<file path="config.mk">
export PLATFORM = sky130hd
export DESIGN_NAME = fifo_bus_sel_arbiter
export DESIGN_NICKNAME = d
export VERILOG_FILES = /design/src/rtl/fifo_bus_sel_arbiter.sv
export SDC_FILE = /design/constraint.sdc
export NUM_CORES = 1
export LEC_CHECK = 0
export BUFFER_PORTS_ARGS = -buffer_cell sky130_fd_sc_hd__buf_2
export CAP_MARGIN = 0
export CORE_MARGIN = 2
export CORE_UTILIZATION = 25
export CTS_BUF_LIST = sky130_fd_sc_hd__clkbuf_8
export CTS_CLUSTER_SIZE = 28
export DETAILED_ROUTE_END_ITERATION = 12
export PLACE_DENSITY = 0.5
export RECOVER_POWER = 50
export SETUP_SLACK_MARGIN = 0.5
export SLEW_MARGIN = 20
export SYNTH_ARGS = -nofsm -noshare
export SYNTH_HDL_FRONTEND = slang
export SYNTH_SLANG_ARGS = --single-unit
export TNS_END_PERCENT = 30
</file>
<file path="constraint.sdc">
create_clock -name clk -period 2.2 [get_ports clk]
set_input_delay 0.11 -clock clk [delete_from_list [all_inputs] [get_ports clk]]
set_output_delay 0.11 -clock clk [all_outputs]
set_load 0.03 [all_outputs]
</file>
<file path="src/rtl/fifo_bus_sel_arbiter.sv">
// rtl/fifo_bus_sel_arbiter.sv - round-robin per-FIFO write arbiter, packet-held grant, optional watchdog (FIFO_BUS_SEL_ARB_TIMEOUT_EN)
module fifo_bus_sel_arbiter #(
    parameter int PORT_NUM    = 4,
    parameter int IDX_W       = 2,
    parameter int TIMEOUT_CYC = 1023,
    parameter int TO_W        = 10
) (
    input  logic                clk,
    input  logic                rst,          // synchronous, active-high
    input  logic [PORT_NUM-1:0] bus_sel,      // bit x: fd_x selects this FIFO
    input  logic [PORT_NUM-1:0] pkt_vld,      // per-source data valid
    input  logic [PORT_NUM-1:0] pkt_last,     // per-source last word, qualified by pkt_vld
    input  logic                fifo_full,    // destination FIFO full
    output logic [PORT_NUM-1:0] grant,        // one-hot grant
    output logic                grant_vld,    // any grant active
    output logic [IDX_W-1:0]    grant_idx,    // binary index of granted source
    output logic                fifo_wr_en,   // FIFO write enable
    output logic                pkt_done,     // pulse: packet ended with accepted last
    output logic                abort_err,    // pulse: granted source dropped request early
    output logic                timeout_err   // pulse: watchdog forced release
);

    typedef enum logic {IDLE, BUSY} state_e;

    if (TIMEOUT_CYC >= (1 << TO_W) || (1 << IDX_W) < PORT_NUM) begin : g_param_check
        $error("fifo_bus_sel_arbiter: inconsistent TIMEOUT_CYC/TO_W or IDX_W/PORT_NUM");
    end

    state_e                state_q, state_d;
    logic [IDX_W-1:0]      ptr_q, ptr_d;
    logic [IDX_W-1:0]      grant_idx_q, grant_idx_d;
    logic [PORT_NUM-1:0]   grant_q, grant_d;
    logic                  grant_vld_q, grant_vld_d;
    logic                  pkt_done_q, pkt_done_d;
    logic                  abort_err_q, abort_err_d;
    logic                  timeout_err_q, timeout_err_d;
    logic                  sel_found;
    logic [IDX_W-1:0]      sel_idx;
    logic                  timeout_hit;

    assign grant       = grant_q;
    assign grant_vld   = grant_vld_q;
    assign grant_idx   = grant_idx_q;
    assign pkt_done    = pkt_done_q;
    assign abort_err   = abort_err_q;
    assign timeout_err = timeout_err_q;
    assign fifo_wr_en  = grant_vld_q & pkt_vld[grant_idx_q] & ~fifo_full;

    // Round-robin search starting one past the last released source.
    always_comb begin
        sel_found = 1'b0;
        sel_idx   = '0;
        for (int i = 1; i <= PORT_NUM; i++) begin
            if (!sel_found && bus_sel[(int'(ptr_q) + i) % PORT_NUM]) begin
                sel_found = 1'b1;
                sel_idx   = IDX_W'((int'(ptr_q) + i) % PORT_NUM);
            end
        end
    end

`ifdef FIFO_BUS_SEL_ARB_TIMEOUT_EN
    logic [TO_W-1:0] wd_cnt_q, wd_cnt_d;

    // Held at zero while idle so a fresh grant always starts from zero;
    // any accepted write proves the source is alive.
    always_comb begin
        wd_cnt_d = wd_cnt_q;
        if (state_q == IDLE || fifo_wr_en) begin
            wd_cnt_d = '0;
        end else begin
            wd_cnt_d = wd_cnt_q + TO_W'(1);
        end
    end

    assign timeout_hit = (state_q == BUSY) && (wd_cnt_q == TO_W'(TIMEOUT_CYC));

    always_ff @(posedge clk) begin
        if (rst) begin
            wd_cnt_q <= '0;
        end else begin
            wd_cnt_q <= wd_cnt_d;
        end
    end
`else
    assign timeout_hit = 1'b0;
`endif

    always_comb begin
        state_d       = state_q;
        ptr_d         = ptr_q;
        grant_d       = grant_q;
        grant_vld_d   = grant_vld_q;
        grant_idx_d   = grant_idx_q;
        pkt_done_d    = 1'b0;
        abort_err_d   = 1'b0;
        timeout_err_d = 1'b0;
        case (state_q)
            IDLE: begin
                if (sel_found && !fifo_full) begin
                    grant_d     = {{(PORT_NUM-1){1'b0}}, 1'b1} << sel_idx;
                    grant_vld_d = 1'b1;
                    grant_idx_d = sel_idx;
                    state_d     = BUSY;
                end
            end
            BUSY: begin
                // Release priority: accepted last, then dropped request, then watchdog.
                if ((fifo_wr_en && pkt_last[grant_idx_q]) || !bus_sel[grant_idx_q] || timeout_hit) begin
                    grant_d     = '0;
                    grant_vld_d = 1'b0;
                    ptr_d       = grant_idx_q;
                    state_d     = IDLE;
                    if (fifo_wr_en && pkt_last[grant_idx_q]) begin
                        pkt_done_d = 1'b1;
                    end else if (!bus_sel[grant_idx_q]) begin
                        abort_err_d = 1'b1;
                    end else begin
                        timeout_err_d = 1'b1;
                    end
                end
            end
            default: state_d = IDLE;
        endcase
    end

    always_ff @(posedge clk) begin
        if (rst) begin
            state_q       <= IDLE;
            ptr_q         <= IDX_W'(PORT_NUM - 1);
            grant_q       <= '0;
            grant_vld_q   <= 1'b0;
            grant_idx_q   <= '0;
            pkt_done_q    <= 1'b0;
            abort_err_q   <= 1'b0;
            timeout_err_q <= 1'b0;
        end else begin
            state_q       <= state_d;
            ptr_q         <= ptr_d;
            grant_q       <= grant_d;
            grant_vld_q   <= grant_vld_d;
            grant_idx_q   <= grant_idx_d;
            pkt_done_q    <= pkt_done_d;
            abort_err_q   <= abort_err_d;
            timeout_err_q <= timeout_err_d;
        end
    end

endmodule

</file>
-- Word level (Yosys, flattened, before mapping)
Index checks and enable logic that the tools add are counted.
- logic and storage cells: 87
- input port bits: 15
- flip-flop bits (word level): 13
- output and inout port bits: 11
- reductions and logical operators: 20
- order comparisons: 5
- mux-type cells: 38
- bitwise gates (word level): 9
- equal/unequal tests: 2
- add/sub/neg operators: 4
- shift operators: 1
- operators by type and width (operator ; number):
    1-bit 2-to-1 mux ; 22
    3-bit by 4-bit < comparator with 1-bit output (second input constant) ; 4
    1-bit binary-select mux with 2-bit select ; 7
    2-bit 2-to-1 mux ; 4
    4-bit 2-to-1 mux ; 2
    4-bit case mux with 2 select lines ; 1
    2-bit OR reduction ; 4
    2-bit AND reduction ; 3
    1-bit logical AND ; 5
    1-bit logical NOT ; 5
    2-bit by 1-bit adder with 2-bit output (second input constant) ; 2
    2-bit adder (second input constant) ; 2
    1-bit bitwise AND (first input constant) ; 4
    1-bit case mux with 2 select lines ; 2
    4-bit OR reduction ; 1
    1-bit by 2-bit << shifter with 4-bit output (first input constant) ; 1
    2-bit by 3-bit < comparator with 1-bit output (second input constant) ; 1
    1-bit NOT ; 3
    3-bit OR reduction ; 1
    1-bit bitwise AND ; 2
    2-bit by 1-bit != test with 1-bit output (second input constant) ; 1
    2-bit != test (second input constant) ; 1
    1-bit logical OR ; 1

-- Depth between registers and ports, before layout
- depth in word-level cells: 19
- mapped depth: 6
- gate-level depth less buffers: 5

-- Least setup slack after synthesis
OpenSTA, ideal clock, no wires.
- path kind: register to register
- start point: register grant_vld_q (netlist: grant_vld)
- end point: register ptr_q[1]
- path buffers: 0
- period minus slack after synthesis: 1.912 ns
- arrival: 1.841 ns
- cell stages (with the launch flop): 6
- data required time: 2.128 ns
- library setup time: 0.072 ns
- path slack: 0.288 ns
- cell sequence: dfxtp_1 or3b_2 o22ai_2 a21boi_4 nor2_4 mux2i_1
- longest elaborated chain between the ends: 5
- RTL lines (item ; line ; source):
    start: declaration ; 33 ; logic grant_vld_q, grant_vld_d;
    start signal: assignment ; 140 ; grant_vld_q <= grant_vld_d;
    1-bit bitwise AND (2 in series) ; 47 ; assign fifo_wr_en = grant_vld_q & pkt_vld[grant_idx_q] & ~fifo_full;
    via fifo_wr_en ; 17 ; output logic fifo_wr_en,
    1-bit logical AND ; 108 ; if ((fifo_wr_en && pkt_last[grant_idx_q]) || !bus_sel[grant_idx_q] || timeout_hit) begin
    1-bit logical OR ; 108 ;
    2-bit AND reduction (no line) ; -- ;
    end signal: assignment ; 129 ; ptr_q <= IDX_W'(PORT_NUM - 1);
    end signal: assignment ; 138 ; ptr_q <= ptr_d;
    end: declaration ; 30 ; logic [IDX_W-1:0] ptr_q, ptr_d;
The timed path passes the listed nets, and every way through them passes these cells.
A chain may end at the register's enable or synchronous reset.

-- Worst setup path in the final report
- start point: register grant_idx_q[1] (netlist: grant_idx[1])
- end point: output port fifo_wr_en
- longest elaborated chain between the ends: 4
- RTL lines (item ; line ; source):
    start: declaration ; 31 ; logic [IDX_W-1:0] grant_idx_q, grant_idx_d;
    start signal: assignment ; 141 ; grant_idx_q <= grant_idx_d;
    1-bit binary-select mux with 2-bit select ; 47 ;
    1-bit 2-to-1 mux (implied by the code) ; 47 ;
    1-bit bitwise AND (2 in series) ; 47 ;
    end: declaration ; 17 ;
No other way between the ends. The select of a mux whose other input is x is not followed.

==> summary.md <==
| Metric | Value |
|---|---|
| Status | `completed` |
| Worst endpoint required time | `around 2100 ps` |
| CTS tree | `yes` |
| Final Hold Fails | `0` |
| Share of post-route cells with drive strength above 1 | `between 20 and 30%` |
| I/O pins | `26` |
| DRC | `0` |
| Post-synth cell types | `32` |
| Endpoint class of the critical path | `output pin` |
| Peak supply drop | `between 0.2 and 0.3 mV` |
| Mapped cell area | `688.2 um^2` |
| H-tree depth | `1` |
| Largest net degree at the start of global routing | `18` |
| Worst slew pin tran | `a little under 700 ps` |
| Gr usage total | `between 10 and 15%` |
| Final Critical Period | `1785 ps` |
| Worst slack at placement | `about 510 ps` |
| Clk Latency, worst-skew pair | `roughly 240 ps` |
| Initial core utilization | `about a quarter` |
| Critical path type | `flop to output pin` |
| Floorplan core area | `0.002686 mm^2` |
| First-pass GRT wire length | `around 2.6 mm` |
| Hold/Removal Path Class | `input pin to flop` |
| RSZ-0062 raised after global routing | `true` |
| Non-Filler Instances | `around 130` |
| Placed Cells | `between 100 and 150` |
| Port Buffers | `25` |
| Max-cap violations | `0` |
| Synthesized area per cell | `roughly 9.4 um^2` |
| YS warnings | `0` |
| Critical Path Source Type | `flop` |
| Syn-to-layout area delta | `29.09%` |
| Post-synthesis sequential area ratio | `a little under two fifths` |
| Static leakage | `about 0.33 nW` |
| 1st-iter DRT viols | `10` |
| Syn_nets | `88` |
| DR vias | `~630` |
| Final setup skew | `~1.8 ps` |
| Slew HR | `between 50% and 60%` |
| Routed len/inst | `between 10 and 15 um` |
| Cells after Synth | `73` |
| Die H | `56.47 um` |
| Placer Congestion | `~0.70` |
| TritonCTS Buffers | `3` |
| NumNets Final | `117` |
| Post-route ant nets | `0` |
| CP max FO | `7` |
| Root buf cell | `clkbuf_8` |
| Setup Viol. Count Final | `0` |
| Synth Register Bits | `13` |
| Chip width | `56.47 um` |
| WP data arrival | `1670 ps` |
| Reg2reg path depth | `5` |
| Pwr dens | `roughly 700 mW/mm^2` |
| Fin Hold WS | `around 200 ps` |
| CTS Buffer Depth | `2` |
| Vias in the first global route | `580` |
| Hold Path Depth | `2` |
| R2r setup slk | `approximately 460 ps` |
| Tcrit/Tclk final | `approximately 81%` |
| Initial antenna violation count | `0` |
| Vias per cell | `roughly 4.8` |
| FMAX | `560.3 MHz` |
| ANT cells | `0` |
| Final WL | `1.600 mm` |
| Final setup TNS | `0 ps` |
| Die footprint | `between 0.003 and 0.004 mm^2` |
| Rows | `19` |
| CTS sink count | `13` |
| Fin. max-slew vios | `0` |
| DRT Pass-1 Iters | `5` |
| Post-DP HPWL | `between 1 and 1.5 mm` |
| Reg clk slew, reported paths | `60 ps` |
| Final global-route overflow total | `0` |
| PnR worst setup slack | `415.2 ps` |
state kept, by name (all words and copies together), names as in the netlist:
register,cells
pkt_done,1
grant_vld,1
abort_err,1
state_q,1
ptr_q,2
grant_idx,2
timeout_err,1
grant,4
metrics by stage:
stage / util (%) / power, W / cell area (um^2)
2_1_floorplan: - / 0.0003732 / 704.4
5_1_grt: 33.07 / 0.0006579 / 888.4
6_report: 33.07 / 0.0006220 / 888.4
3_3_place_gp: 31.77 / 0.0004130 / 853.3
3_5_place_dp: 31.77 / 0.0004143 / 853.3
4_1_cts: 33.58 / 0.0006359 / 902.1
metal layers:
| metal | vias up | part of all wire (%) | track usage, % |
|---|---|---|---|
| met1 | 294 | 47 | 13.68 |
| met2 | 12 | 49 | 15.95 |
| li1 | 322 | - | - |
| met5 | - | 0 | 0 |
| met3 | 0 | 4.7 | 3.456 |
| met4 | 0 | 0 | 3.061 |
kinds of logic after synthesis:
group / after synthesis / share of synthesized area (%)
flops: 13 / 37.82
simple gates: 30 / 24.18
buf+inv: 6 / 4.362
mux: 6 / 12.91
other cells: 1 / 0.5449
compound gates: 17 / 20.18
worst paths after layout:
kind                                   end         start
worst min register to register    grant[2]      grant[2]
worst max-delay path            fifo_wr_en  grant_idx[1]
worst min-delay path               state_q           rst
worst max register to register    ptr_q[0]  grant_idx[1]
where the power goes:
part	leakage, nW	switching, W	internal (W)
Clock	0.0255	0.0000920	0.000125
Combinational	0.194	0.0000795	0.0000557
Sequential	0.108	0.0000176	0.000252
cells in the final DEF (no fill, tap or decap):
master | netlist | layout
nand2_1 | 2 | 2
clkbuf_8 | 0 | 3
o311ai_1 | 1 | 1
mux2i_1 | 4 | 4
dfxtp_1 | 13 | 10
a21boi_4 | 1 | 1
a21oi_1 | 4 | 4
o22ai_1 | 1 | 2
or3b_1 | 1 | 1
nand3b_1 | 1 | 1
or3b_4 | 0 | 1
conb_1 | 1 | 1
clkinv_2 | 0 | 1
o41ai_1 | 3 | 3
a211oi_2 | 1 | 1
clkbuf_1 | 1 | 10
o21ai_0 | 2 | 2
nor2_4 | 1 | 1
or4b_1 | 1 | 1
nor2b_1 | 2 | 2
o32ai_1 | 1 | 1
or4_1 | 1 | 1
inv_1 | 4 | 4
a21o_1 | 1 | 1
nor4_1 | 1 | 1
buf_4 | 0 | 1
nor2_1 | 12 | 12
dfxtp_2 | 0 | 1
nand2b_1 | 4 | 4
a211oi_1 | 1 | 1
buf_2 | 0 | 15
dfxtp_4 | 0 | 2
or3_4 | 0 | 1
nor3_1 | 2 | 2
mux4_2 | 1 | 1
mux4_1 | 1 | 1
worst max-delay path: stages (launching register included):
cell and delay [ps]:
dfxtp_2 360, or3b_4 390, o22ai_1 390, buf_2 290
repair_timing:
action / CTS / global route
pin swaps: 0 / 1
buffers inserted: 0 / 1
resized for setup: 1 / 1
setup endpoints to repair: 1 / 2
hold buffers: 0 / 0
layout make-up:
type | count | area, um^2
fill | 296 | 1798
multi-input combinational | 54 | 399.1
sequential | 13 | 269.0
timing repair buffer | 26 | 120.1
clock buffer | 3 | 41.29
tap | 31 | 38.79
inverter | 4 | 15.01
clock inverter | 1 | 5.005
synthesized netlist by cell type:
cell      instances  share of area [%]
or3b_1            1                1.3
o41ai_1           3                3.8
nor3_1            2                1.5
a211oi_2          1                1.8
o21ai_0           2                1.5
mux2i_1           4                5.8
nand2_1           2                1.1
dfxtp_1          13                 38
or4b_1            1                1.5
o311ai_1          1                1.3
o32ai_1           1                1.3
o22ai_2           1                1.8
nor2_1           12                6.5
a21boi_4          1                2.7
mux4_2            1                3.3
conb_1            1               0.54
nand2b_1          4                3.6
inv_1             4                2.2
clkbuf_1          1               0.54
nand3b_1          1                1.1
or3b_2            1                1.3
a21o_1            1                1.1
nor2_4            1                1.6
or3_1             1               0.91
a21oi_1           4                2.9
a211oi_1          1                1.1
or4_1             1                1.1
o22ai_1           1               0.91
nor2b_1           2                1.8
nor4_1            1               0.91
buf_6             1                1.6
mux4_1            1                3.8
Power figures use the tool's default switching activity.
